### config.mk
export PLATFORM = sky130hd
export DESIGN_NAME = instr_fetch
export DESIGN_NICKNAME = d
export VERILOG_FILES = /design/src/rtl/riscv_pkg.sv /design/src/rtl/next_pc_calc.sv /design/src/rtl/instr_fetch.sv
export SDC_FILE = /design/constraint.sdc
export NUM_CORES = 1
export LEC_CHECK = 0
export ABC_AREA = 1
export BUFFER_PORTS_ARGS = -buffer_cell sky130_fd_sc_hd__buf_2
export CAP_MARGIN = 20
export CORE_ASPECT_RATIO = 0.9
export CORE_MARGIN = 3
export CORE_UTILIZATION = 28
export CTS_BUF_LIST = sky130_fd_sc_hd__clkbuf_16
export DETAILED_ROUTE_END_ITERATION = 6
export PLACE_DENSITY = 0.56
export SYNTH_ARGS = -nofsm -noshare
export SYNTH_HDL_FRONTEND = slang
export SYNTH_SLANG_ARGS = --single-unit
### constraint.sdc
create_clock -name clk -period 5.3 [get_ports clk]
set_input_delay 0.795 -clock clk [delete_from_list [all_inputs] [get_ports clk]]
set_output_delay 0.795 -clock clk [all_outputs]
set_load 0.05 [all_outputs]
### src/rtl/riscv_pkg.sv
// Shared definitions for the fetch stage: next-PC select codes,
// fetch FSM states and the default reset PC.
package riscv_pkg;

   localparam logic [31:0] DEFAULT_RESET_PC = 32'h0000_0000;

   // next_sel encodings; code 3 is reserved and behaves like NEXT_SEQ
   localparam logic [1:0] NEXT_SEQ    = 2'd0;
   localparam logic [1:0] NEXT_PC_IMM = 2'd1;
   localparam logic [1:0] NEXT_JALR   = 2'd2;

   typedef enum logic [1:0] {
      FETCH_REQ   = 2'd0,
      FETCH_WAIT  = 2'd1,
      FETCH_HOLD  = 2'd2,
      FETCH_FAULT = 2'd3
   } fetch_state_t;

endpackage

### src/rtl/next_pc_calc.sv
// Combinational next-PC computation with misalignment detection.
module next_pc_calc
   import riscv_pkg::*;
(
   input  logic [31:0] pc,
   input  logic [1:0]  next_sel,
   input  logic [31:0] imm,
   input  logic [31:0] rs1,
   output logic [31:0] target,
   output logic        misaligned
);

   // Select the target source; JALR clears bit 0 so only bit 1 can fault
   always_comb begin
      target = pc + 32'd4;
      case (next_sel)
         NEXT_PC_IMM: target = pc + imm;
         NEXT_JALR:   target = (rs1 + imm) & ~32'h0000_0001;
         default:     target = pc + 32'd4;
      endcase
      misaligned = |target[1:0];
   end

endmodule

### src/rtl/instr_fetch.sv
// Instruction fetch stage: holds the PC, fetches words over a
// request/response handshake and hands them to decode until acknowledged.
module instr_fetch
   import riscv_pkg::*;
#(
   parameter logic [31:0] RESET_PC = DEFAULT_RESET_PC
) (
   input  logic        clk,
   input  logic        rst,
   output logic        imem_req,
   output logic [31:0] imem_addr,
   input  logic        imem_ready,
   input  logic        imem_rvalid,
   input  logic [31:0] imem_rdata,
   output logic        instr_valid,
   output logic [31:0] instr,
   output logic [31:0] instr_pc,
   input  logic        instr_ack,
   input  logic [1:0]  next_sel,
   input  logic [31:0] imm,
   input  logic [31:0] rs1,
   output logic        fault
);

   fetch_state_t state_reg;
   logic [31:0]  pc_reg;
   logic [31:0]  instr_reg;
   logic [31:0]  instr_pc_reg;
   logic         instr_valid_reg;
   logic         fault_reg;
   logic [31:0]  target_next;
   logic         misaligned_next;

   next_pc_calc u_next_pc_calc (
      .pc         (pc_reg),
      .next_sel   (next_sel),
      .imm        (imm),
      .rs1        (rs1),
      .target     (target_next),
      .misaligned (misaligned_next)
   );

   // Fetch FSM, PC and instruction registers
   always_ff @(posedge clk) begin
      if (rst) begin
         state_reg       <= FETCH_REQ;
         pc_reg          <= RESET_PC;
         instr_reg       <= 32'h0;
         instr_pc_reg    <= 32'h0;
         instr_valid_reg <= 1'b0;
         fault_reg       <= 1'b0;
      end else begin
         case (state_reg)
            FETCH_REQ: begin
               if (imem_ready) begin
                  state_reg <= FETCH_WAIT;
               end
            end
            FETCH_WAIT: begin
               if (imem_rvalid) begin
                  instr_reg       <= imem_rdata;
                  instr_pc_reg    <= pc_reg;
                  instr_valid_reg <= 1'b1;
                  state_reg       <= FETCH_HOLD;
               end
            end
            FETCH_HOLD: begin
               if (instr_ack) begin
                  instr_valid_reg <= 1'b0;
                  if (misaligned_next) begin
                     fault_reg <= 1'b1;
                     state_reg <= FETCH_FAULT;
                  end else begin
                     pc_reg    <= target_next;
                     state_reg <= FETCH_REQ;
                  end
               end
            end
            default: begin
               // Sticky fault: only reset leaves this state
               instr_valid_reg <= 1'b0;
               fault_reg       <= 1'b1;
            end
         endcase
      end
   end

   // Request must rise in the very first cycle after reset, so it is
   // decoded from the state rather than registered, and masked by rst.
   assign imem_req    = (state_reg == FETCH_REQ) && !rst;
   assign imem_addr   = pc_reg;
   assign instr_valid = instr_valid_reg;
   assign instr       = instr_reg;
   assign instr_pc    = instr_pc_reg;
   assign fault       = fault_reg;

endmodule
==> results.py <==
metrics = {
    "clock_tree": {
        "ctsResizeCount": 0,
        "cts_root_buffer": "clkbuf_16",
        "clock_path_buffers": 2,
        "insertion_delay_ns": 0.35,
        "post-cts-setup-buffers": 0,
        "cts_hold_buf": 0,
        "clk_pin_slew_ns": 0.07,
        "cts_tree": "yes",
        "cts_max_level": 3,
        "cts_buffers": 9,
        "clock_sinks": 100,
    },
    "yosys": {
        "synth-edff-count": 0,
        "synth.distinct_cells": 42,
        "postSynth.asyncResetShare_pct": 0,
        "syn_avg_cell_area_um2": 5.70,
        "syn_area_um2": 9420,
        "synthCells": 1653,
        "ys_seq_area_share_pct": 21.3,
        "ys_ff_latch": 100,
        "synth_warnings": 0,
        "syn_nets": 1826,
        "synth_ff_type": "dfxtp_1",
    },
    "drt": {
        "drc_errors": 0,
        "via_per_inst": 4.80,
        "drt_pass1_iterations": 5,
        "final_antenna_net_count": 0,
        "drt_iter0_markers": 853,
        "wire_per_inst_um": 15.7,
        "vias": 10841,
        "wl_um": 35500,
    },
    "cells_and_area": {
        "post_route_cells_drive_above_1_share_pct": 13.9,
        "nNetsFinal": 2004,
        "n_antenna_cell": 0,
        "layout_commonest_cell": "nand2_1",
        "fin_area_um2": 11100,
        "area_delta_synth_final_pct": 17.9,
        "num-fill-cells": 3760,
        "mostFrequentLayoutCells": "nand2_1, inv_1, buf_2",
    },
    "timing": {
        "slew_viol_final": 0,
        "fmax_mhz": 324,
        "rsz0062_at_grt": "no",
        "relSlewSlack_pct": 46.8,
        "setup_tns_ns": 0,
        "post-route-period-util_pct": 58.2,
        "setup-violations-final": 0,
        "finClkSkew_ns": 0.00674,
        "layout_min_cycle_time_ns": 3.08,
        "hold_viol_final": 0,
        "max_slew.worst_pin.slew_ns": 0.799,
    },
    "power_and_ir_drop": {
        "clkPwrFrac_pct": 18.3,
        "switching_share_pct": 50.9,
        "p_seq_share_pct": 30.2,
        "power.total_w": 0.00345,
        "ir_worst_vdd_mv": 0.153,
        "power.leakage_nw": 6.01,
        "p_per_area_nw_per_um2": 311,
        "p_int_w": 0.00169,
        "p_switching_w": 0.00175,
        "pwr-share-comb_pct": 51.5,
    },
    "global_routing": {
        "grt_pass1_vias": 10188,
        "grt_pass1_wl_um": 55200,
        "grt_antenna_before_repair": 1,
        "grt_start_max_net_pins": 89,
        "grt_overflow": 0,
        "grt.total_usage_pct": 19.3,
    },
    "critical_path": {
        "rrSetupSlack_ns": 2.27,
        "crit_type": "input port to flop",
        "cp-end-kind": "flop",
        "crit_required_ns": 5.57,
        "critical_path_arrival_ns": 3.36,
        "start_kind": "input port",
        "crit_fanout": 37,
    },
    "placement": {
        "port_buffers": 201,
        "hpwlAfterDp_um": 29200,
        "place_area_um2": 10800,
        "place_congestion": 0.926,
    },
    "floorplanning": {
        "die_height_um": 180,
        "io_pins": 202,
        "die_area_um2": 35900,
        "num_rows": 63,
        "die_width_um": 199,
        "initial_core_util_pct": 28.5,
        "coreArea_um2": 33000,
    },
    "status": {
        "outcome": "finished, final reports clean",
    },
    "run": {
        "cap_viol_max_count": 0,
    },
    "min_path": {
        "hold_class": "flop to flop",
    },
}
==> final timing paths <==
kind	startpoint	endpoint	depth (start not counted)
setup reg to reg	imem_addr[0]$_SDFFE_PP0P_	imem_addr[16]$_SDFFE_PP0P_	14
setup / recovery	next_sel[0]	imem_addr[16]$_SDFFE_PP0P_	13
hold reg to reg	instr_pc[17]$_SDFFE_PP0P_	instr_pc[17]$_SDFFE_PP0P_	2
hold / removal	instr_pc[17]$_SDFFE_PP0P_	instr_pc[17]$_SDFFE_PP0P_	2
==> worst max-delay path, stage by stage <==
cell     delay, ns
buf_2         0.11
inv_1         0.05
ha_1          0.27
buf_4         0.29
inv_1         0.16
o32ai_1       0.32
nand2_1       0.17
nor2_4        0.10
buf_4         0.33
inv_2         0.30
a21oi_1       0.18
o21ai_0       0.09
a21oi_1       0.16
==> cells in the mapped netlist (3+ instances only) <==
master | instances | share of area (%)
nand2_1 | 501 | 20
a31oi_1 | 5 | 0.33
and2_1 | 4 | 0.27
nor2_1 | 187 | 7.5
xnor2_1 | 5 | 0.46
xor2_1 | 13 | 1.2
nor3_2 | 3 | 0.32
a21oi_1 | 134 | 7.1
nand2_2 | 6 | 0.40
nand3_1 | 113 | 6.0
o21bai_1 | 12 | 0.96
nor2_4 | 6 | 0.72
o21ai_1 | 6 | 0.32
o21ai_0 | 123 | 6.5
or2_2 | 5 | 0.33
nand4_1 | 14 | 0.93
o22ai_1 | 3 | 0.20
inv_1 | 247 | 9.8
ha_1 | 68 | 9.0
nor4_1 | 3 | 0.20
inv_2 | 3 | 0.12
clkbuf_1 | 31 | 1.2
nand3_2 | 3 | 0.32
nand3b_1 | 11 | 0.88
nor3_1 | 22 | 1.2
dfxtp_1 | 100 | 21
buf_2 | 8 | 0.43
==> area by class of cell <==
| class | instances | area [um2] | share of cell area, % |
|---|---|---|---|
| flip-flops and latches | 100 | 2000 | 18.0 |
| clock buffers | 9 | 225 | 2.03 |
| multi-input cells | 1261 | 6290 | 56.7 |
| clock inverters | 7 | 51.3 | 0.462 |
| repair buffers | 209 | 1070 | 9.60 |
| inverters | 250 | 938 | 8.45 |
| well taps | 422 | 528 | 4.76 |
==> metrics by stage <==
| step | setup WS (ns) | hold slack, ns | std cells | util (%) |
|---|---|---|---|---|
| detailed placement | 1.87 | 0.466 | 2242 | 32.8 |
| global route | 1.99 | 0.511 | 2258 | 33.6 |
| floorplan | 2.70 | 0.547 | 1653 | - |
| CTS | 2.22 | 0.483 | 2258 | 33.6 |
| finish | 2.22 | 0.479 | 2258 | 33.6 |
| global placement | 1.99 | 0.459 | 2242 | 32.8 |
==> logic make-up after synthesis <==
logic type                 count (synthesis)  synth area share (%)
xor gates and xnor gates                  18                  1.67
adders and majority gates                 70                  9.46
DFF                                      100                  21.3
AOI/OAI and AO/OA                        288                  15.9
and+or+nand+nor                          885                  39.8
buffers and inverters                    292                  11.9
==> power groups by stage <==
stage                     logic (W)  clock network (W)  registers (W)
after global placement      0.00176                  0        0.00106
after detailed placement    0.00178                  0        0.00106
after floorplan            0.000814                  0        0.00153
after CTS                   0.00178           0.000647        0.00104
final                       0.00178           0.000631        0.00104
after global routing        0.00196           0.000682        0.00106
==> routing by layer <==
layer,GRT usage (%),wire length [um],part of all wire [%]
met1,27.5,17300,49
met5,0,13,0.037
met2,31.7,15800,45
met3,2.66,1940,5.5
met4,2.92,368,1.0
Power figures use the tool's default switching activity.
